`src/rtl/io_write_arbiter.sv`:
```
// io_write_arbiter: round-robin arbiter for the output-port IO write bus with a port-window address filter.
// Define IO_ARB_CPU_PRIO_EN to give requester 0 (CPU) fixed priority over a 1..3 round-robin.
module io_write_arbiter #(
  parameter logic [5:0] PORT_LO = 6'h20,
  parameter logic [5:0] PORT_HI = 6'h25
) (
  input  logic         io_clk,
  input  logic         rst,
  input  logic [3:0]   req,
  input  logic [127:0] req_addr,
  input  logic [127:0] req_data,
  output logic [31:0]  addr,
  output logic [31:0]  datain,
  output logic         write_io_enable,
  output logic [3:0]   ack,
  output logic [1:0]   grant_id,
  output logic         busy,
  output logic         addr_err
);
  typedef enum logic {IDLE, WRITE} state_t;
  state_t state_q, state_d;
  logic [31:0] addr_q, addr_d, data_q, data_d;
  logic [1:0] gid_q, gid_d, rr_q, rr_d, win, idx;
  logic err_q, err_d, found, in_win;
  always_comb begin
    win = 2'd0;
    idx = 2'd0;
    found = 1'b0;
`ifdef IO_ARB_CPU_PRIO_EN
    found = req[0];
`endif
    for (int i = 0; i < 4; i++) begin
      idx = rr_q + 2'(i);
      if (!found && req[idx]) begin
        win = idx;
        found = 1'b1;
      end
    end
  end
  assign in_win = (addr_q[7:2] >= PORT_LO) && (addr_q[7:2] <= PORT_HI);
  always_comb begin
    state_d = state_q;
    addr_d = addr_q;
    data_d = data_q;
    gid_d = gid_q;
    rr_d = rr_q;
    err_d = err_q;
    if (state_q == IDLE) begin
      if (found) begin
        state_d = WRITE;
        addr_d = req_addr[{win, 5'd0} +: 32];
        data_d = req_data[{win, 5'd0} +: 32];
        gid_d = win;
`ifdef IO_ARB_CPU_PRIO_EN
        rr_d = (win == 2'd0) ? rr_q : (win == 2'd3) ? 2'd1 : win + 2'd1;
`else
        rr_d = win + 2'd1;
`endif
      end
    end else begin
      state_d = IDLE;
      err_d = err_q | ~in_win;
    end
  end
  always_ff @(posedge io_clk or posedge rst) begin
    if (rst) begin
      state_q <= IDLE;
      addr_q <= 32'd0;
      data_q <= 32'd0;
      gid_q <= 2'd0;
      rr_q <= 2'd0;
      err_q <= 1'b0;
    end else begin
      state_q <= state_d;
      addr_q <= addr_d;
      data_q <= data_d;
      gid_q <= gid_d;
      rr_q <= rr_d;
      err_q <= err_d;
    end
  end
  // strobes come straight from the state register so reset kills them at once
  assign busy = (state_q == WRITE);
  assign ack = busy ? (4'b0001 << gid_q) : 4'b0000;
  assign write_io_enable = busy & in_win;
  assign addr = addr_q;
  assign datain = data_q;
  assign grant_id = gid_q;
  assign addr_err = err_q;
endmodule
```
`config.mk`:
```
export PLATFORM = sky130hd
export DESIGN_NAME = io_write_arbiter
export DESIGN_NICKNAME = d
export VERILOG_FILES = /design/src/rtl/io_write_arbiter.sv
export SDC_FILE = /design/constraint.sdc
export NUM_CORES = 1
export LEC_CHECK = 0
export ABC_AREA = 0
export ABC_CLOCK_PERIOD_IN_PS = 2400
export CAP_MARGIN = 20
export CORE_AREA = 2 2 131 133
export DETAILED_ROUTE_END_ITERATION = 8
export DIE_AREA = 0 0 133 135
export PLACE_DENSITY = 0.66
export SYNTH_ARGS = -nofsm -noshare
export SYNTH_HDL_FRONTEND = slang
export SYNTH_SLANG_ARGS = --single-unit
```
`constraint.sdc`:
```
create_clock -name io_clk -period 2.4 [get_ports io_clk]
set_input_delay 0.48 -clock io_clk [delete_from_list [all_inputs] [get_ports io_clk]]
set_output_delay 0.48 -clock io_clk [all_outputs]
set_load 0.02 [all_outputs]
```
# Word level (Yosys, flattened, before mapping)
# Index checks and enable logic that the tools add are counted.
# Widths: inputs -> output; s select.
# word_totals
inputBits	262
output_inout_bits	73
ff_bits	70
# classes
n_lt_le_gt_ge	6
n_shift	3
bitwise_logic	4
n_reduce_logical	8
mux	19
add_sub_neg	4
# ops
op	n
$shiftx 128x8->32	2
$lt 2x3->1 const B	4
$mux 1	10
$bmux 1 s2	4
$mux 2	4
$ge 6x6->1 const B	1
$le 6x6->1 const B	1
$add 2x1->2 const B	2
$add 2x2->2 const B	2
$logic_and 1x1->1	4
$mux 4	1
$shl 1x2->4 const A	1
$logic_not 1->1	3
$not 1->1	2
$reduce_and 2->1	1
$and 1x1->1	1
$or 1x1->1	1

# Longest topological paths before layout
# Gate-level depths: netlist of the first run.
# logic_depth
depth_word	14
ltp_mapped	8
depth_no_buf	5

# Least setup slack after synthesis of the first run
# No wires, ideal clock.
# synth_timing
path_type	register to register
from	register state_q (netlist: busy)
to	register data_q[1] (netlist: datain[1])
required_ns	2.259
arrival_ns	1.668
n_path_buf	2
slack_ns	0.591
path_stages_with_launch	7
setup_time_ns	0.141
synth_period_minus_slack_ns	1.809
path_cell_list	dfrtp_1 or2_2 buf_2 a21oi_2 clkbuf_1 o2bb2ai_1 a31oi_1
# synth_via
elab_chain_cells	2
# synth_rtl
element	line_no	text
start, declared	21	state_t state_q, state_d;
start signal, assigned	74	state_q <= state_d;
$not 1->1 (no line)	-	
$reduce_and 2->1 (no line)	-	
end signal, assigned	76	data_q <= data_d;
end, declared	22	logic [31:0] addr_q, addr_d, data_q, data_d;
# No other way between the ends.
# A chain may end at the register's enable or synchronous reset.

# Worst setup path in the final report of the first run
# layout_timing
from	register state_q (netlist: busy)
to	output ack[2]
# layout_via
elab_chain_cells	1
# layout_rtl
element	line_no	text
$mux 4	84	assign ack = busy ? (4'b0001 << gid_q) : 4'b0000;
end, declared	15	output logic [3:0] ack,
# No other way between the ends.

==> summary.txt, run 1 <==
Run status
  – Outcome: finished, final reports clean

Clocking
  – H-tree Lvls: 3
  – CTS tree: done
  – CTS Buf Count: 9
  – Root Driver: clkbuf_16
  – Clk buf depth: 2
  – Clock Latency Late Sink: approximately 0.34 ns
  – Post-CTS Setup Inserts: 0
  – Post-CTS sizing: 0
  – Clock-pin transition on the worst setup and hold timing paths: approximately 0.06 ns
  – CTS sink count: 70
  – # hold bufs at CTS: 0

Timing
  – Slew Viols, Final: 0
  – Final hold viol count: 0
  – Slew headroom: roughly three fifths
  – Setup violators final: 0
  – Final Critical Period: 2.222 ns
  – F_max: around 450 MHz
  – Final worst path period share: 92.59%
  – Worst-Margin Slew: roughly 0.6 ns
  – Clock skew: roughly 0.01 ns
  – RSZ-0062 raised after global routing: false

Placement
  – HPWL Detailed: around 14000 um
  – Final RePlAce weighted congestion: about 0.9
  – Placed Cells: 1008
  – Area after DPL: 8048 um^2
  – Port Buffers: 334

Detailed routing
  – Initial DRC Count: between 150 and 200
  – TritonRoute pass-1 iters: 5
  – DRC violations left: 0
  – Wire per inst: roughly 18 um
  – Via count: between 5000 and 6000
  – Vias/cell: a little under 5
  – Routed wire length: roughly 18000 um
  – Routed Antenna Nets: 0

Synthesis
  – Ys async rst share: between 90% and 100%
  – Post-Synthesis Cells: 474
  – Syn Std Cell Area: 4304 um^2
  – Syn_area_per_cell: ~9.1 um^2
  – Largest cells by area after synthesis: dfrtp_1, mux2i_1, o2bb2ai_1
  – Yosys top cell by area: dfrtp_1
  – Sequential area share after synthesis: between 40% and 50%
  – Post-synth EDFFs: 0
  – Warning count from the yosys run: 0
  – Seq cells post-synth: 70
  – Primary FF master, synth: dfrtp_1
  – Yosys top cell area share: around 41%
  – Synthesized net count: ~740
  – Distinct cells, synth: 30

Min path
  – Min-Delay Path Class: reg -> reg

Power
  – Power per cell area: between 1000 and 1500 nW/um^2
  – Pleak: 0.003409 uW
  – Peak VDD IR: 0.0004388 V
  – Pwr Total: approximately 8600 uW

Critical path
  – Crit start category: register
  – Worst-path maximum fanout: 6
  – CP arrival: 1.74 ns
  – Setup Crit Path Kind: reg -> out
  – Critical Path RT: between 1.5 and 2 ns
  – Endpoint class of the critical path: output port

Global routing
  – Initial antenna violation count: 0
  – Vias in the first global route: 5355
  – First-pass GRT wire length: between 20000 and 30000 um
  – Global route overflow: 0
  – Largest net degree at the start of global routing: 50
  – GR Util All Layers: 20.34%

Floorplanning
  – Total core area: between 15000 and 20000 um^2
  – Die height: 135 um
  – Initial Util: between 20% and 30%
  – DIE WIDTH: about 130 um
  – Die area: 17960 um^2
  – Ports: between 300 and 400
  – FP Rows: 47

Layout
  – Final instance area: ~8400 um^2
  – Fin nets: between 1000 and 1500
  – Post-Layout Cell Count: around 1000
  – ANT cells: 0
  – Share of cells above drive strength 1: approximately 5.7%
  – Layout Area Growth over Synthesis: 94.56%

Flow run
  – # Max-Cap Violations: 0
-- registers in the layout, summed over array words and instances (netlist names) --
name and cells:
busy 1, grant_id 2, datain 32, rr_q 2, addr 32, addr_err 1
-- power breakdown --
group | switching, uW | internal [uW] | leakage (uW)
sequential | 389 | 1750 | 0.000777
clock | 527 | 934 | 0.000154
combinational | 2510 | 2440 | 0.00248
total | 3430 | 5130 | 0.00341
-- critical path: stages, from the launching register on --
cell	delay, ns
dfrtp_1	0.45
inv_1	0.11
nor3b_1	0.20
clkdlybuf4s50_1	0.64
-- layout make-up --
| type | count | area [um^2] |
|---|---|---|
| clock inverters | 6 | 85.08 |
| repair buffers | 356 | 3661 |
| clock buffers | 10 | 239.0 |
| well taps | 220 | 275.3 |
| flip-flops and latches | 70 | 1752 |
| fillers | 1482 | 8033 |
| multi-input cells | 357 | 2342 |
| inverters | 5 | 20.02 |
-- Yosys cell counts, types with 2 or more instances --
cell type and instances:
a21o_1 3, a31oi_1 64, buf_2 18, buf_6 6
clkbuf_1 17, dfrtp_1 70, inv_1 5, mux2i_1 65
nand2_1 133, nor2_1 7, nor2b_1 2, nor3b_1 2
o21ai_0 2, o2bb2ai_1 64
-- per-layer routing --
layer	vias up	GRT usage, %	share of wire (%)
met1	2376	21.87	36
met4	0	8.841	2.3
met3	24	5.556	8.3
met2	244	37.45	53
li1	2387	-	-
met5	-	0	0
-- cells in the final DEF, fill, tap and decap left out, types with 2 or more instances in the layout --
| cell type | n |
|---|---|
| clkbuf_16 | 9 |
| clkinv_2 | 3 |
| nor2_1 | 6 |
| a21o_1 | 3 |
| o2bb2ai_1 | 64 |
| dfrtp_1 | 70 |
| buf_4 | 10 |
| nand2_1 | 133 |
| inv_1 | 3 |
| clkdlybuf4s50_1 | 333 |
| o21ai_0 | 2 |
| mux2i_1 | 65 |
| clkinvlp_4 | 2 |
| nor2b_1 | 2 |
| a31oi_1 | 64 |
| nor3b_1 | 2 |
| buf_12 | 12 |
| bufinv_16 | 2 |
-- logic make-up (layout without fill, tap and decap cells) --
group           after synthesis  in the layout  synth area share [%]
flops                        70             70                 40.70
xor+xnor                      1              1                0.2035
compound gates              140            140                 24.42
buf+inv                      47            377                 5.756
mux                          65             65                 15.12
simple gates                151            151                 13.81
-- metrics by stage --
stage | utilization, % | TNS, ns | hold WS (ns) | setup WS, ns
after floorplan | - | 0 | 0.5346 | 0.1518
after global placement | 49.05 | -0.05919 | 0.4478 | -0.03400
after detailed placement | 49.05 | -0.5702 | 0.4759 | -0.06435
after CTS | 51.03 | 0 | 0.4893 | 0.005178
after global routing | 51.04 | 0 | 0.5393 | 0.01406
final | 51.04 | 0 | 0.4729 | 0.1780
-- final timing paths --
| path | start | to | slack [ns] | depth (start not counted) |
|---|---|---|---|---|
| worst min-delay path | addr_err | addr_err | 0.47 | 1 |
| worst max register to register | rr_q[1] | addr[30] | 0.47 | 6 |
| max in group asynchronous | rst | datain[28] | 1.36 | 3 |
| worst min register to register | addr_err | addr_err | 0.47 | 1 |
| worst max-delay path | busy | ack[2] | 0.18 | 3 |
| min in group asynchronous | rst | datain[30] | 0.51 | 2 |
(Power assumes the default switching activity.)
==> run 2, diff against run 1 <==
Settings changed: ABC_CLOCK_PERIOD_IN_PS 2400 to 1800.
Clock period 2.4 ns to 1.8 ns, I/O delays scaled along.
==> run 2 against run 1 <==
  * The run now ends with negative setup slack left
  * Global-route usage up 0.76 points
  * Register-to-register slack worse by 0.62 ns
  * Die area unchanged
  * Clock skew down 0.0012 ns
  * Design area up 4.7%
  * Routed wire length up 9.3%
  * Worst setup slack worse by 0.32 ns
  * First-iteration DRC count down 27%
  * Hold slack worse by 0.14 ns
  * Sequential share of layout area down 0.92 points
  * Clock power up 25%
  * Utilization up 2.4 points
  * Highest routed layer unchanged
==> summary.txt, run 2 (synthesized netlist as in run 1, its figures left out) <==
Floorplanning
  – Die height: 135 um (unchanged)
  – Initial Util: 26.23% (unchanged)
  – Die area: 17960 um^2 (unchanged)
  – DIE WIDTH: 133 um (unchanged)
  – FP Rows: 47 (unchanged)
  – Total core area: 16410 um^2 (unchanged)
  – Ports: 335 (unchanged)

Critical path
  – Worst-path maximum fanout: 13 (+7)
  – Critical Path RT: 2.00 ns (+0.08 ns)
  – Crit Reg-Reg Startpoint: rr_q[1]
  – Worst Setup EP: addr[30]
  – Setup Crit Path Kind: reg -> reg
  – Endpoint class of the critical path: register
  – Worst setup path startpoint: rr_q[1]
  – CP arrival: 2.15 ns (+0.41 ns)
  – R2R cell count: 7 (+1)
  – Crit start category: register
  – R2r endpoint: addr[30]
  – Reg2reg setup slack: -0.15 ns (-0.62 ns)

Detailed routing
  – Vias/cell: 4.989 (+1.5%)
  – TritonRoute pass-1 iters: 4 (-1)
  – DRC violations left: 0 (unchanged)
  – Initial DRC Count: 133 (-27%)
  – Via count: 5223 (+3.8%)
  – Wire per inst: 19.22 um (+6.9%)
  – Routed Antenna Nets: 0 (unchanged)
  – Routed wire length: 20130 um (+9.3%)

Placement
  – Area after DPL: 8088 um^2 (+0.50%)
  – HPWL Detailed: 13920 um (-0.85%)
  – Final RePlAce weighted congestion: 0.9349 (+4.2%)
  – Placed Cells: 1013 (+0.50%)
  – Port Buffers: 334 (unchanged)

Layout
  – ANT cells: 0 (unchanged)
  – Most common cell after layout, fill and taps aside: clkdlybuf4s50_1
  – Final core utilization: 53.42% (+2.4 points)
  – Reg area: 1753 um^2 (about the same)
  – Layout Area Growth over Synthesis: 103.6%
  – Fin nets: 1084 (+2.2%)
  – Final instance area: 8765 um^2 (+4.7%)
  – Area occupied by multi-input gates: 2374 um^2 (+1.3%)
  – Share of cells above drive strength 1: 8.948% (+3.2 points)
  – Post-Layout Cell Count: 1047 (+2.2%)
  – Fillers: 1452 (-2.0%)
  – Most frequent cells in the layout: clkdlybuf4s50_1, nand2_1, dfrtp_1

Power
  – Power per cell area: 1386 nW/um^2 (+36%)
  – Pwr Total: 12140 uW (+42%)
  – Pleak: 0.003631 uW (+6.5%)
  – Peak VDD IR: 0.0006370 V (+45%)

Run status
  – Outcome: finished with violations
  – Failing checks: negative setup slack

Timing
  – Setup TNS: -6.240 ns (-6.240 ns)
  – RSZ-0062 raised after global routing: true
  – Setup violators final: 61 (+61)
  – Setup WS post-layout: -0.1470 ns (-0.3249 ns)
  – Final worst path period share: 108.2%
  – Clock skew: 0.008947 ns (-0.001204 ns)
  – Slew headroom: 78.12% (+17 points)
  – Final Critical Period: 1.947 ns
  – Slew Viols, Final: 0 (unchanged)
  – Final hold viol count: 0 (unchanged)
  – Worst-Margin Slew: 0.3275 ns (-0.2553 ns)
  – F_max: 513.6 MHz

Global routing
  – Largest net degree at the start of global routing: 53 (+6.0%)
  – GR Util All Layers: 21.11% (+0.76 points)
  – First-pass GRT wire length: 29350 um (+3.4%)
  – Met1 Resource Use GR: 23.11% (+1.2 points)
  – GR peak layer: met2
  – GR Layer Usage met3: 5.105% (-0.45 points)
  – Vias in the first global route: 5407 (+0.97%)
  – Global route overflow: 0 (unchanged)
  – Met2 Usage GRT: 39.21% (+1.8 points)
  – Initial antenna violation count: 0 (unchanged)

Clocking
  – Root Driver: clkbuf_16
  – Clock Latency Late Sink: 0.34 ns (about the same)
  – Clock-pin transition on the worst setup and hold timing paths: 0.06 ns (about the same)
  – H-tree Lvls: 3 (unchanged)
  – CTS tree: done
  – # hold bufs at CTS: 0 (unchanged)
  – Clk buf depth: 2 (unchanged)
  – CTS sink count: 70 (unchanged)
  – CTS Buf Count: 9 (unchanged)

Flow run
  – # Max-Cap Violations: 0 (unchanged)

Min path
  – Min-Delay Path Class: in -> async
[run 2: changes by cell type in the layout (fill, tap and decap cells not counted), moves of 2 or more]
cell             before  now
buf_16                0    7
buf_4                10   17
buf_6                 0    5
clkbuf_1              0    2
clkbuf_16             9   11
clkdlybuf4s50_1     333  321
clkinv_2              3    1
dlygate4sd2_1         0    8
dlymetal6s2s_1        1    4
mux2i_1              65   61
mux2i_2               0    4
[run 2: worst min-delay path by stage]
stage	from	endpoint
global placement	addr_err	addr_err
global route	rst	addr[28]
floorplan	req_data[64]	datain[0]
CTS	rst	datain[30]
finish	rst	addr[28]
detailed placement	addr_err	addr_err
[run 2: layout make-up]
| cell class | count | share of cell area, % |
|---|---|---|
| clock inverter | 3 | 0.4854 |
| timing repair buffer | 378 | 46.07 |
| sequential | 70 | 20.00 |
| clock buffer | 13 | 2.969 |
| tap | 220 | 3.141 |
| inverter | 5 | 0.2570 |
| multi-input combinational | 358 | 27.08 |
[run 2: stage by stage]
step                      worst slack, ns  hold slack, ns
final                             -0.1470          0.3375
after global placement            -0.4820          0.4503
after floorplan                 -0.008843          0.4970
after CTS                         -0.1549          0.3333
after global routing              -0.2214          0.3474
after detailed placement          -0.5437          0.4528
[run 2: metal layers]
metal / part of all wire, % / vias up
met5: 0 / -
li1: - / 2443
met1: 39 / 2497
met3: 7.0 / 36
met4: 2.7 / 0
met2: 52 / 247
[run 2: timing repair]
item	in CTS	in global routing
cloned	6	3
buffers inserted	6	3
endpoints found under the hold margin	0	0
endpoints found under the setup margin	70	69
gates resized for setup	17	19
pin swaps	4	3
[run 2: worst max-delay path: stages (launching register included)]
cell and delay, ns:
dfrtp_2 0.45, mux2i_2 0.20, a221o_2 0.44, buf_12 0.15, buf_16 0.16, mux2i_1 0.21, o2bb2ai_1 0.14, a31oi_1 0.05
[run 2: power by group]
group          leakage [uW]  internal (uW)  switching [uW]
combinational       0.00271           3810            3680
sequential         0.000776           2340             484
clock              0.000146           1150             686
==> run 3, diff against run 2 <==
--- a/config.mk
+++ b/config.mk
@@ -8,3 +8,3 @@
 export ABC_AREA = 0
-export ABC_CLOCK_PERIOD_IN_PS = 1800
+export ABC_CLOCK_PERIOD_IN_PS = 1700
 export CAP_MARGIN = 20
==> constraint.sdc (replaced) <==
create_clock -name io_clk -period 1.7 [get_ports io_clk]
set_input_delay 0.34 -clock io_clk [delete_from_list [all_inputs] [get_ports io_clk]]
set_output_delay 0.34 -clock io_clk [all_outputs]
set_load 0.01 [all_outputs]
==> run 3 against run 2 <==
  * The flow still finishes with violations (negative setup slack)
  * Flip-flop and latch count unchanged
  * Worst setup slack worse by 0.17 ns
  * Routed wire length up 6.2%
  * Global-route usage up 1.7 points
  * Count of clock-buffer cells in the layout unchanged
==> summary.txt, run 3 (synthesized netlist as in run 1, its figures left out) <==
Placement
  – Final RePlAce weighted congestion: 0.8610 (-7.9%)
  – Placed Cells: 1018 (+0.49%)
  – Port Buffers: 334 (unchanged)
  – Pre-CTS setup slack: -0.7533 ns (-0.2096 ns)
  – HPWL Detailed: 14270 um (+2.5%)

Clocking
  – Clock Latency Late Sink: 0.34 ns (about the same)
  – CTS sink count: 70 (unchanged)
  – Root Driver: clkbuf_16
  – # hold bufs at CTS: 0 (unchanged)
  – H-tree Lvls: 3 (unchanged)
  – Clk buf depth: 2 (unchanged)
  – CTS Buf Count: 9 (unchanged)
  – CTS tree: done
  – Clock-pin transition on the worst setup and hold timing paths: 0.06 ns (about the same)

Floorplanning
  – Die area: 17960 um^2 (unchanged)
  – DIE WIDTH: 133 um (unchanged)
  – Total core area: 16410 um^2 (unchanged)
  – FP Rows: 47 (unchanged)
  – Ports: 335 (unchanged)
  – Die height: 135 um (unchanged)
  – Initial Util: 26.23% (unchanged)

Detailed routing
  – Routed Antenna Nets: 0 (unchanged)
  – Met2 wire length: 11190 um (+7.5%)
  – DRT met1 WL: 7954 um (+2.5%)
  – Initial DRC Count: 194 (+46%)
  – Wire length on met3: 1615 um (+14%)
  – DRC violations left: 0 (unchanged)
  – TritonRoute pass-1 iters: 5 (+1)
  – Vias/cell: 5.052 (+1.3%)
  – Via count: 5365 (+2.7%)
  – Routed wire length: 21370 um (+6.2%)
  – Wire per inst: 20.12 um (+4.7%)
  – Top Metal Used: met4

Timing
  – Final Critical Period: 2.016 ns (+0.06939 ns)
  – Setup violators final: 64 (+4.9%)
  – Final worst path period share: 118.6% (+10 points)
  – Final hold viol count: 0 (unchanged)
  – F_max: 495.9 MHz (-3.4%)
  – Slew headroom: 72.46% (-5.7 points)
  – RSZ-0062 raised after global routing: true
  – Worst-Margin Slew: 0.4123 ns (+0.08476 ns)
  – Hold WS: 0.3477 ns (+0.01020 ns)
  – Setup WS post-layout: -0.3164 ns (-0.1694 ns)
  – Clock skew: 0.006783 ns (-0.002164 ns)
  – Slew Viols, Final: 0 (unchanged)

Global routing
  – First-pass GRT wire length: 31300 um (+6.6%)
  – Largest net degree at the start of global routing: 48 (-9.4%)
  – Initial antenna violation count: 0 (unchanged)
  – Global route overflow: 0 (unchanged)
  – Vias in the first global route: 5599 (+3.6%)
  – GR Util All Layers: 22.85% (+1.7 points)

Critical path
  – CP arrival: 2.23 ns (+0.08 ns)
  – Worst setup path startpoint: rr_q[1]
  – Crit start category: register
  – Endpoint class of the critical path: register
  – Setup Crit Path Kind: reg -> reg
  – R2R cell count: 7 (unchanged)
  – Crit Reg-Reg Startpoint: rr_q[1]
  – Worst-path maximum fanout: 15 (+2)
  – Critical Path RT: 1.91 ns (-0.09 ns)

Layout
  – Post-Layout Cell Count: 1062 (+1.4%)
  – Most common cell after layout, fill and taps aside: clkdlybuf4s50_1
  – ANT cells: 0 (unchanged)
  – Share of cells above drive strength 1: 12.35% (+3.4 points)
  – Layout Area Growth over Synthesis: 109.7%
  – Final core utilization: 55.00% (+1.6 points)
  – Fin nets: 1099 (+1.4%)
  – Most frequent cells in the layout: clkdlybuf4s50_1, nand2_1, dfrtp_1

Power
  – Power per cell area: 1438 nW/um^2 (+3.8%)
  – Pleak: 0.003721 uW (+2.5%)
  – Peak VDD IR: 0.0005905 V (-7.3%)
  – Pwr Total: 12970 uW (+6.8%)

Run status
  – Failing checks: negative setup slack
  – Outcome: finished with violations

Min path
  – Min-Delay Path Class: in -> async

Flow run
  – # Max-Cap Violations: 0 (unchanged)
==> run 3: cell type report <==
cell class,instances,area [um^2]
Inverter,5,22.52
Clock buffer,13,270.3
Sequential cell,70,1755
Tap cell,220,275.3
Fill cell,1378,7383
Timing Repair Buffer,394,4207
Multi-Input combinational cell,357,2429
Clock inverter,3,65.06
==> run 3: worst paths after layout <==
kind	slack, ns	endpoint
max in group asynchronous	0.84	grant_id[1]
worst max register to register	-0.32	datain[3]
worst min register to register	0.48	addr_err
worst min-delay path	0.35	addr[30]
min in group io_clk	0.48	addr_err
worst max-delay path	-0.32	datain[3]
==> run 3: repair_timing <==
| action | 4_1_cts | 5_1_grt |
|---|---|---|
| setup endpoints to repair | 74 | 71 |
| cloned | 8 | 3 |
| buffers inserted | 13 | 4 |
| pin swaps | 6 | 10 |
| gates resized for setup | 36 | 21 |
==> run 3: per-stage QoR <==
stage | cell area, um^2 | TNS [ns]
after global placement | 8113 | -35.96
after global routing | 9024 | -20.69
after CTS | 8855 | -17.06
final | 9024 | -17.17
after floorplan | 4309 | -1.925
after detailed placement | 8113 | -41.16
==> run 3: critical path, cell delays in order (launching register included) <==
cell,delay [ns]
dfrtp_2,0.44
a21bo_2,0.22
a221o_4,0.50
buf_12,0.16
buf_16,0.15
mux2i_1,0.18
o2bb2ai_1,0.15
a31oi_1,0.07
==> run 3: routing by layer <==
layer  GRT usage (%)  up-vias
met5               0        -
met2           42.86      283
met4           8.781        0
met1           25.05     2563
met3           5.143       38
li1                -     2481
==> run 3: power by group <==
group	leakage [uW]	internal (uW)	switching [uW]
clock network	0.000166	1400	735
registers	0.000773	2480	532
logic	0.00278	4340	3480
total	0.00372	8230	4750
